`src/rtl/cdc_s2f_tx.sv`:
```
// Slow-domain launcher for the slow-to-fast CDC bus: buffers words in a small FIFO
// and presents each one for HOLD_CYC+1 cycles, qualified by a one-cycle data_en pulse.
module cdc_s2f_tx #(
    parameter int DW       = 4,
    parameter int DEPTH    = 4,
    parameter int HOLD_CYC = 3
) (
    input  logic                     clk_a,
    input  logic                     arst,
    input  logic [DW-1:0]            in_data,
    input  logic                     in_valid,
    output logic                     in_ready,
    output logic [DW-1:0]            data_out,
    output logic                     data_en,
    output logic                     busy,
    output logic [$clog2(DEPTH):0]   fifo_level
);
    localparam int AW = $clog2(DEPTH);
    localparam int LW = AW + 1;
    localparam int CW = (HOLD_CYC > 1) ? $clog2(HOLD_CYC) : 1;

    typedef enum logic [1:0] {IDLE, SEND, HOLD} state_t;

    state_t          r_state, w_state_nxt;
    logic [CW-1:0]   r_cnt, w_cnt_nxt;
    logic [DW-1:0]   r_mem [DEPTH];
    logic [AW-1:0]   r_wptr, r_rptr;
    logic [LW-1:0]   r_level;
    logic [DW-1:0]   r_dout;
    logic            r_den;
    logic            w_push, w_pop, w_nonempty;

    assign w_nonempty = (r_level != '0);
    // Ready depends only on the registered level, never on a same-cycle pop.
    assign in_ready   = (r_level != LW'(DEPTH));
    assign w_push     = in_valid & in_ready;

    always_comb begin
        w_state_nxt = r_state;
        w_cnt_nxt   = r_cnt;
        w_pop       = 1'b0;
        case (r_state)
            IDLE: begin
                if (w_nonempty) begin
                    w_pop       = 1'b1;
                    w_state_nxt = SEND;
                end
            end
            SEND: begin
                w_state_nxt = HOLD;
                w_cnt_nxt   = CW'(HOLD_CYC - 1);
            end
            HOLD: begin
                if (r_cnt == '0) begin
                    if (w_nonempty) begin
                        w_pop       = 1'b1;
                        w_state_nxt = SEND;
                    end else begin
                        w_state_nxt = IDLE;
                    end
                end else begin
                    w_cnt_nxt = r_cnt - 1'b1;
                end
            end
            default: w_state_nxt = IDLE;
        endcase
    end

    always_ff @(posedge clk_a or posedge arst) begin
        if (arst) begin
            r_state <= IDLE;
            r_cnt   <= '0;
            r_dout  <= '0;
            r_den   <= 1'b0;
        end else begin
            r_state <= w_state_nxt;
            r_cnt   <= w_cnt_nxt;
            r_den   <= w_pop;
            if (w_pop) r_dout <= r_mem[r_rptr];
        end
    end

    always_ff @(posedge clk_a) begin
        if (w_push) r_mem[r_wptr] <= in_data;
    end

    always_ff @(posedge clk_a or posedge arst) begin
        if (arst) begin
            r_wptr  <= '0;
            r_rptr  <= '0;
            r_level <= '0;
        end else begin
            if (w_push) r_wptr <= r_wptr + 1'b1;
            if (w_pop)  r_rptr <= r_rptr + 1'b1;
            case ({w_push, w_pop})
                2'b10:   r_level <= r_level + 1'b1;
                2'b01:   r_level <= r_level - 1'b1;
                default: r_level <= r_level;
            endcase
        end
    end

    assign data_out   = r_dout;
    assign data_en    = r_den;
    assign busy       = (r_state != IDLE) | w_nonempty;
    assign fifo_level = r_level;

endmodule

```
`config.mk`:
```
export PLATFORM = sky130hd
export DESIGN_NAME = cdc_s2f_tx
export DESIGN_NICKNAME = d
export VERILOG_FILES = /design/src/rtl/cdc_s2f_tx.sv
export SDC_FILE = /design/constraint.sdc
export NUM_CORES = 1
export LEC_CHECK = 0
export CORE_MARGIN = 5
export CORE_UTILIZATION = 48
export CTS_CLUSTER_SIZE = 30
export DETAILED_ROUTE_END_ITERATION = 8
export PLACE_DENSITY = 0.73
export SLEW_MARGIN = 20
export SYNTH_ARGS = -nofsm -noshare
export SYNTH_HDL_FRONTEND = slang
export SYNTH_SLANG_ARGS = --single-unit
```
`constraint.sdc`:
```
create_clock -name clk_a -period 2 [get_ports clk_a]
set_input_delay 0.4 -clock clk_a [delete_from_list [all_inputs] [get_ports clk_a]]
set_output_delay 0.4 -clock clk_a [all_outputs]
set_load 0.1 [all_outputs]
```
==> results.yml <==
floorplan:
  ios: 17
  rows: 19
  start_util_pct: 50.6
  die_w_um: 64.2
  dieArea_um2: 4120
  core_um2: 2780
  die_h_um: 64.2
global_routing:
  grt_pass1_vias: 872
  grt_start_max_net_pins: 17
  grtUsageTotal_pct: 13.8
  grt_pass1_wl_um: 4150
  antenna_found_initial: 0
  grt_overflow: 0
clock_tree:
  insertion_delay_ps: 330
  root_buffer: "clkbuf_4"
  cts_buffer_depth: 2
  clock_sinks: 32
  cts_tree: "built"
  htreeDepth: 2
  clkTransAtPathRegs_ps: 100
  cts-buffers-inserted: 5
  cts_hold_buf: 0
yosys:
  synth_edf_count: 16
  synth_nets: 102
  synth_top_area_share_pct: 34.1
  ys_ff_latch: 32
  synth_area_per_cell_um2: 16.0
  syn_inst: 88
  ys.flop_type: "edfxtp_1"
  ys_warn_count: 0
  ys_seq_area_share_pct: 62.6
  synthArstFlopShare_pct: 50.0
  synth.cell_area_um2: 1410
  yosys.area.top_type: "edfxtp_1"
  synth_cell_types: 24
  yosys-top-cells-count: "dfrtp_1 (16), edfxtp_1 (16), inv_1 (10)"
  netlist_top_cells_area: "edfxtp_1 (34%), dfrtp_1 (28%), mux4_2 (6.4%), ha_1 (5.3%), mux2_4 (5.3%)"
critical_path:
  crit_arrival_ps: 2310
  reg2regPathDepth: 9
  reg2reg_slack_ps: -70
  cp_max_fo: 2
  required_ps: 2250
  cp_common_cell: "xor2_1"
  rr_startpoint: "fifo_level[0]"
  critical_path_class: "flop to flop"
  end_kind: "flop"
  reg2reg_to: "fifo_level[2]"
  start_kind: "flop"
  cpPeakStageDelay_ps: 480
  cp_slowest_cell: "dfrtp_4"
  crit_path_cell_trace: "or3b_4 -> and2_4 -> inv_4 -> ha_4 -> inv_2 -> fa_2 -> xor2_1 -> nor2_1 -> xor2_1"
outcome:
  violations: "setup timing"
  status: "finished, violations left"
place:
  gp_congestion: 0.807
  placed_area_um2: 1750
  post-dp-hpwl_um: 1740
  io_buffers: 16
sta:
  skew_ps: 9.76
  hold_viol_final: 0
  relSlewSlack_pct: 59.5
  layout_min_cycle_time_ps: 2070
  setup_viol: 1
  finalCritPeriodShare_pct: 103
  finalSetupTns_ps: -67.4
  tightest_slew_ps: 607
  grt_setup_unrepaired: "yes"
  setup_slack_ps: -67.4
  fmax_mhz: 484
  final_max_slew_viol_count: 0
finish:
  fin_nets: 139
  multiInputGateArea_um2: 520
  nFillCells: 209
  diodes: 0
  drive_gt1_share_pct: 49.2
  area_delta_synth_final_pct: 30.4
  final_area_um2: 1840
  seqCellArea_um2: 890
routing:
  drc_errors: 0
  vias: 805
  wl_per_cell_um: 14.6
  firstDrtPassIters: 4
  vias_per_cell: 5.13
  totalWireLength_um: 2300
  ant_nets: 0
  detail_route.iter0.violations: 32
job:
  cap_viol_max_count: 0
worst_hold_path:
  worstHoldPathType: "primary input to asynchronous set/reset pin"
==> registers in the layout, indices dropped and copies added (netlist names) <==
register / cells
data_out: 4
r_mem: 16
data_en: 1
r_rptr: 2
r_cnt: 2
r_state: 2
r_wptr: 2
fifo_level: 3
==> critical path: cells and delay by family, from the launching register on <==
family,cells,cell delay [ps]
buf+inv,2,90
fa+ha+maj,2,470
xor+xnor,2,300
flops,1,480
simple gates,3,650
==> kinds of logic (layout without fill, tap and decap cells) <==
logic type / Yosys count / count (layout) / share of synthesized area [%]
muxes: 12 / 12 / 14.0
buffers and inverters: 12 / 50 / 3.38
adders and majority gates: 7 / 7 / 6.76
AOI/OAI and AO/OA: 3 / 3 / 1.78
DFF: 32 / 32 / 62.6
and+or+nand+nor: 16 / 16 / 7.82
xor gates and xnor gates: 6 / 6 / 3.73
==> per-stage QoR <==
step	hold slack (ps)	util, %	cells	worst slack (ps)
2_1_floorplan	314	-	88	-488
3_3_place_gp	500	63.0	148	-37.7
3_5_place_dp	505	63.0	148	-71.7
4_1_cts	450	65.0	156	-66.5
5_1_grt	476	66.0	157	-170
6_report	429	66.0	157	-67.4
==> repair_timing <==
action | 4_1_cts | 5_1_grt
setup buffers | 0 | 1
hold endpoints to repair | 0 | 0
pin swaps | 3 | 4
gates resized for setup | 1 | 7
setup endpoints to repair | 2 | 3
==> cell usage in the layout, fill, tap and decap left out, drive strengths merged <==
cell,count
dfrtp,16
a22o,2
xor2,4
clkbuf,7
inv,10
ha,6
and3,4
a22oi,1
nor3,3
and2,1
mux2,6
edfxtp,16
fa,1
nand2,1
clkinv,1
clkdlybuf4s50,6
or3b,1
nor4b,1
mux2i,2
nor2b,1
xnor2,2
buf,26
nor2,4
mux4,4
==> metal layers <==
layer	GRT usage, %	share of wire, %	wire, µm
met2	22.4	53	1220
met1	15.3	39	900
met4	6.87	2.5	57
met5	0	0	0
met3	6.13	5.3	121
==> worst max path at each step <==
stage | depth (start not counted) | to | start | slack (ps)
after floorplan | 9 | fifo_level[2] | fifo_level[0] | -490
after global placement | 9 | fifo_level[2] | fifo_level[0] | -40
after detailed placement | 9 | fifo_level[2] | fifo_level[0] | -70
after CTS | 9 | fifo_level[2] | fifo_level[0] | -70
after global routing | 11 | fifo_level[2] | r_cnt[0] | -170
final | 9 | fifo_level[2] | fifo_level[0] | -70
==> layout make-up <==
class	count	area share, %
repair buffers	32	16.2
inverters	10	2.18
flip-flops and latches	32	48.5
clock inverters	1	0.273
well taps	31	2.11
clock buffers	7	2.45
multi-input cells	44	28.4
Power is not shown: default switching activity piles up to over one toggle a cycle in this logic, so the estimate is an artifact.
